--- config.mk ---
export PLATFORM = sky130hd
export DESIGN_NAME = serial_adder
export DESIGN_NICKNAME = d
export VERILOG_FILES = /design/src/rtl/serial_adder.sv
export SDC_FILE = /design/constraint.sdc
export NUM_CORES = 1
export LEC_CHECK = 0
export ABC_AREA = 1
export CELL_PAD_IN_SITES_DETAIL_PLACEMENT = 1
export CELL_PAD_IN_SITES_GLOBAL_PLACEMENT = 1
export CORE_AREA = 2 2 77 79
export CTS_CLUSTER_SIZE = 28
export DETAILED_ROUTE_END_ITERATION = 6
export DIE_AREA = 0 0 79 81
export PLACE_DENSITY_LB_ADDON = 0.1
export RECOVER_POWER = 50
export REMOVE_ABC_BUFFERS = 1
export SYNTH_ARGS = -nofsm -noshare
export SYNTH_HDL_FRONTEND = slang
export SYNTH_SLANG_ARGS = --single-unit
--- constraint.sdc ---
create_clock -name clk -period 1.35 [get_ports clk]
set_input_delay 0.405 -clock clk [delete_from_list [all_inputs] [get_ports clk]]
set_output_delay 0.405 -clock clk [all_outputs]
set_load 0.02 [all_outputs]
--- src/rtl/serial_adder.sv ---
// Bit-serial adder: operands are captured on an accepted start, added one bit
// per clock from the LSB, and the completed sum/carry are published together.
module serial_adder #(
  parameter int WIDTH = 8
) (
  input  logic             clk,
  input  logic             rst,
  input  logic             start,
  input  logic [WIDTH-1:0] a,
  input  logic [WIDTH-1:0] b,
  output logic             busy,
  output logic             done,
  output logic [WIDTH-1:0] sum,
  output logic             cout
);

  localparam int CW = $clog2(WIDTH);
  localparam logic [CW-1:0] LAST_BIT = CW'(WIDTH - 1);

  typedef enum logic [1:0] {IDLE, RUN, DONE} state_t;

  state_t           state_reg, state_next;
  logic [WIDTH-1:0] a_sh_reg, a_sh_next;
  logic [WIDTH-1:0] b_sh_reg, b_sh_next;
  logic [WIDTH-1:0] res_reg, res_next;
  logic [WIDTH-1:0] sum_reg, sum_next;
  logic [CW-1:0]    cnt_reg, cnt_next;
  logic             carry_reg, carry_next;
  logic             cout_reg, cout_next;
  logic             busy_reg, done_reg;

  logic bit_sum, bit_carry;

  assign bit_sum   = a_sh_reg[0] ^ b_sh_reg[0] ^ carry_reg;
  assign bit_carry = (a_sh_reg[0] & b_sh_reg[0]) | (a_sh_reg[0] & carry_reg) |
                     (b_sh_reg[0] & carry_reg);

  always_comb begin
    state_next = state_reg;
    a_sh_next  = a_sh_reg;
    b_sh_next  = b_sh_reg;
    res_next   = res_reg;
    sum_next   = sum_reg;
    cnt_next   = cnt_reg;
    carry_next = carry_reg;
    cout_next  = cout_reg;
    case (state_reg)
      IDLE, DONE: begin
        if (start) begin
          a_sh_next  = a;
          b_sh_next  = b;
          carry_next = 1'b0;
          cnt_next   = '0;
          state_next = RUN;
        end else begin
          state_next = IDLE;
        end
      end
      RUN: begin
        // result enters at the MSB so bit i lands at position i after WIDTH shifts
        res_next   = {bit_sum, res_reg[WIDTH-1:1]};
        a_sh_next  = a_sh_reg >> 1;
        b_sh_next  = b_sh_reg >> 1;
        carry_next = bit_carry;
        cnt_next   = cnt_reg + CW'(1);
        if (cnt_reg == LAST_BIT) begin
          sum_next   = {bit_sum, res_reg[WIDTH-1:1]};
          cout_next  = bit_carry;
          state_next = DONE;
        end
      end
      default: state_next = IDLE;
    endcase
  end

  always_ff @(posedge clk) begin
    if (rst) begin
      state_reg <= IDLE;
      a_sh_reg  <= '0;
      b_sh_reg  <= '0;
      res_reg   <= '0;
      sum_reg   <= '0;
      cnt_reg   <= '0;
      carry_reg <= 1'b0;
      cout_reg  <= 1'b0;
      busy_reg  <= 1'b0;
      done_reg  <= 1'b0;
    end else begin
      state_reg <= state_next;
      a_sh_reg  <= a_sh_next;
      b_sh_reg  <= b_sh_next;
      res_reg   <= res_next;
      sum_reg   <= sum_next;
      cnt_reg   <= cnt_next;
      carry_reg <= carry_next;
      cout_reg  <= cout_next;
      busy_reg  <= (state_next == RUN);
      done_reg  <= (state_next == DONE);
    end
  end

  assign busy = busy_reg;
  assign done = done_reg;
  assign sum  = sum_reg;
  assign cout = cout_reg;

endmodule

==> impl_metrics.env <==
export IMPL_status="completed"
export IMPL_ios=30
export IMPL_period_share_pct=96.38
export IMPL_grt_pass1_vias=1686
export IMPL_cpMaxStageDelayCell="dfxtp_1"
export IMPL_grt_max_degree=23
export IMPL_dieHeight_um=81
export IMPL_fin_util_pct=41.29
export IMPL_fin_nets=308
export IMPL_max_freq_mhz=768.5
export IMPL_vdd_drop_max_mv=0.4834
export IMPL_ant_nets=0
export IMPL_path_cells="clkdlybuf4s15_1"
export IMPL_p_leak_nw=1.061
export IMPL_tightest_slew_ps=255.7
export IMPL_dr_first_iter_drc_count=73
export IMPL_regArea_sq_um=800.8
export IMPL_powerDensity_mw_per_mm2=1156
export IMPL_cp_arrival_ps=900
export IMPL_synthTopCellsByArea="dfxtp_1, nand3_1, nand2_1"
export IMPL_p_total_mw=2.710
export IMPL_synth_warnings=0
export IMPL_clock_sinks=40
export IMPL_core_area_sq_mm=0.005675
export IMPL_clock_skew_ps=9.714
export IMPL_via_per_inst=4.511
export IMPL_yosysTopAreaCell="dfxtp_1"
export IMPL_startpoint_type="register"
export IMPL_cp_depth=1
export IMPL_ff2ff_path_depth=3
export IMPL_drc_errors=0
export IMPL_cts_tree="yes"
export IMPL_timing_rr_start="a_sh_reg[0]"
export IMPL_setup_worst_path_end="done"
export IMPL_drv_cap=0
export IMPL_crit_buf_inv=1
export IMPL_cts_path_max_buffers=2
export IMPL_vias=1633
export IMPL_cts_buffers=5
export IMPL_routedWlPerCell_um=11.94
export IMPL_start_util_pct=31.99
export IMPL_synth_cell_type_count=22
export IMPL_holdCritPathClass="reg2reg"
export IMPL_yosysSeqAreaShare_pct=44.11
export IMPL_netlist_area_sq_mm=0.001815
export IMPL_worstSetupPathType="reg2out"
export IMPL_design_die_area_sq_mm=0.006399
export IMPL_rows=28
export IMPL_final_hold_viol_count=0
export IMPL_path_max_fanout=1
export IMPL_holdBufCountCts=0
export IMPL_r2r_end="sum[7]"
export IMPL_max_stage_delay_ps=320
export IMPL_cp_data_required_time_ps=950
export IMPL_syn_area_per_cell_sq_um=7.321
export IMPL_first_pass_iters=4
export IMPL_postLayoutCellArea_sq_mm=0.002344
export IMPL_die_w_um=79
export IMPL_cts_htree_levels=2
export IMPL_overflow=0
export IMPL_synth_top_cell_area_share_pct=44.11
export IMPL_clock_latency_ps=290
export IMPL_cts_setup_buffers=0
export IMPL_grt_pass1_wl_um=7507
export IMPL_place_area_sq_mm=0.002260
export IMPL_nFillCells=735
export IMPL_slew_viol_final=0
export IMPL_finalWeightedCongestion=0.7031
export IMPL_grt_total_usage_pct=14.77
export IMPL_relSlewSlack_pct=83.02
export IMPL_netlist_instances=248
export IMPL_antenna_cells=0
export IMPL_crit_start="done"
export IMPL_setup_tns_ps=0
export IMPL_rsz0062_at_grt="no"
export IMPL_setup_violations=0
export IMPL_syn2layout_area_growth_pct=29.08
export IMPL_numPortBuffers=29
export IMPL_cp_top_family="flip-flops"
export IMPL_dpl_hpwl_um=2983
export IMPL_crit_path_end_kind="output pin"
export IMPL_final_common_cell="nand2_1"
export IMPL_antenna_found_initial=0
export IMPL_routed_wirelength_um=4323
export IMPL_mostFrequentLayoutCells="nand2_1, nand3_1, dfxtp_1"
export IMPL_multi_input_area_sq_um=765.7
export IMPL_cts_root_buf="clkbuf_8"
export IMPL_ys_ff_latch=40
export IMPL_rrSetupSlack_ps=150
export IMPL_clkTransAtPathRegs_ps=80
export IMPL_drive_gt1_share_pct=14.63
export IMPL_period_needed_ps=1301
## routing by layer
layer	GRT usage (%)	vias to the layer above	share of wire [%]
met1	18.23	749	48
met5	0	-	0
met3	3.000	2	3.8
met4	4.655	0	0.62
li1	-	858	-
met2	25.93	24	47
## timing repair
item	CTS	global route
endpoints found under the setup margin	11	7
resized for setup	29	6
pin swaps	0	0
## worst min path at each step
stage,from,to,slack (ps),depth (start not counted)
after floorplan,cnt_reg[0],cnt_reg[0],430,1
after global placement,sum[4],sum[4],450,2
after detailed placement,sum[2],sum[2],460,2
after CTS,sum[6],sum[6],470,2
after global routing,cnt_reg[0],cnt_reg[0],490,1
final,sum[6],sum[6],470,2
## per-stage QoR
step                instances  worst slack (ps)  hold WS, ps
global placement          354            -147.6        454.7
floorplan                 232            -171.6        429.3
global route              362             2.354        486.7
finish                    362             48.83        468.6
detailed placement        354            -185.7        456.0
CTS                       362            0.2773        471.4
## cell usage after synthesis
library cell   n
nor3_1        11
buf_6          5
o21ai_0        8
clkbuf_1       3
nand2_1       43
nand3_1       40
nor3_2         3
buf_2          6
nor2_1        22
nand3_2        1
nand2_4        1
inv_2          4
buf_4          2
ha_1           2
fa_1           1
dfxtp_1       40
inv_1         33
nand3b_1       2
nor2_4         1
o21ai_1        3
a21oi_1       16
nand2_2        1
## final cells by class
class | count | area share (%)
Sequential cell | 40 | 34.17
Multi-Input combinational cell | 155 | 32.67
Timing Repair Buffer | 47 | 18.63
Inverter | 37 | 5.926
Tap cell | 75 | 4.004
Clock buffer | 6 | 3.097
Clock inverter | 2 | 1.495
## cells by family (layout without fill, tap and decap cells)
group	Yosys count	after routing	share of synthesized area, %
simple gates	125	125	32.12
compound gates	27	27	7.443
flops	40	40	44.11
buf+inv	53	92	13.85
fa+ha+maj	3	3	2.481
## where the power goes
group	total [mW]	switching, mW	internal [mW]
registers	1.29	0.0351	1.26
logic	0.448	0.243	0.205
clock network	0.970	0.421	0.549
(Power assumes the default switching activity.)
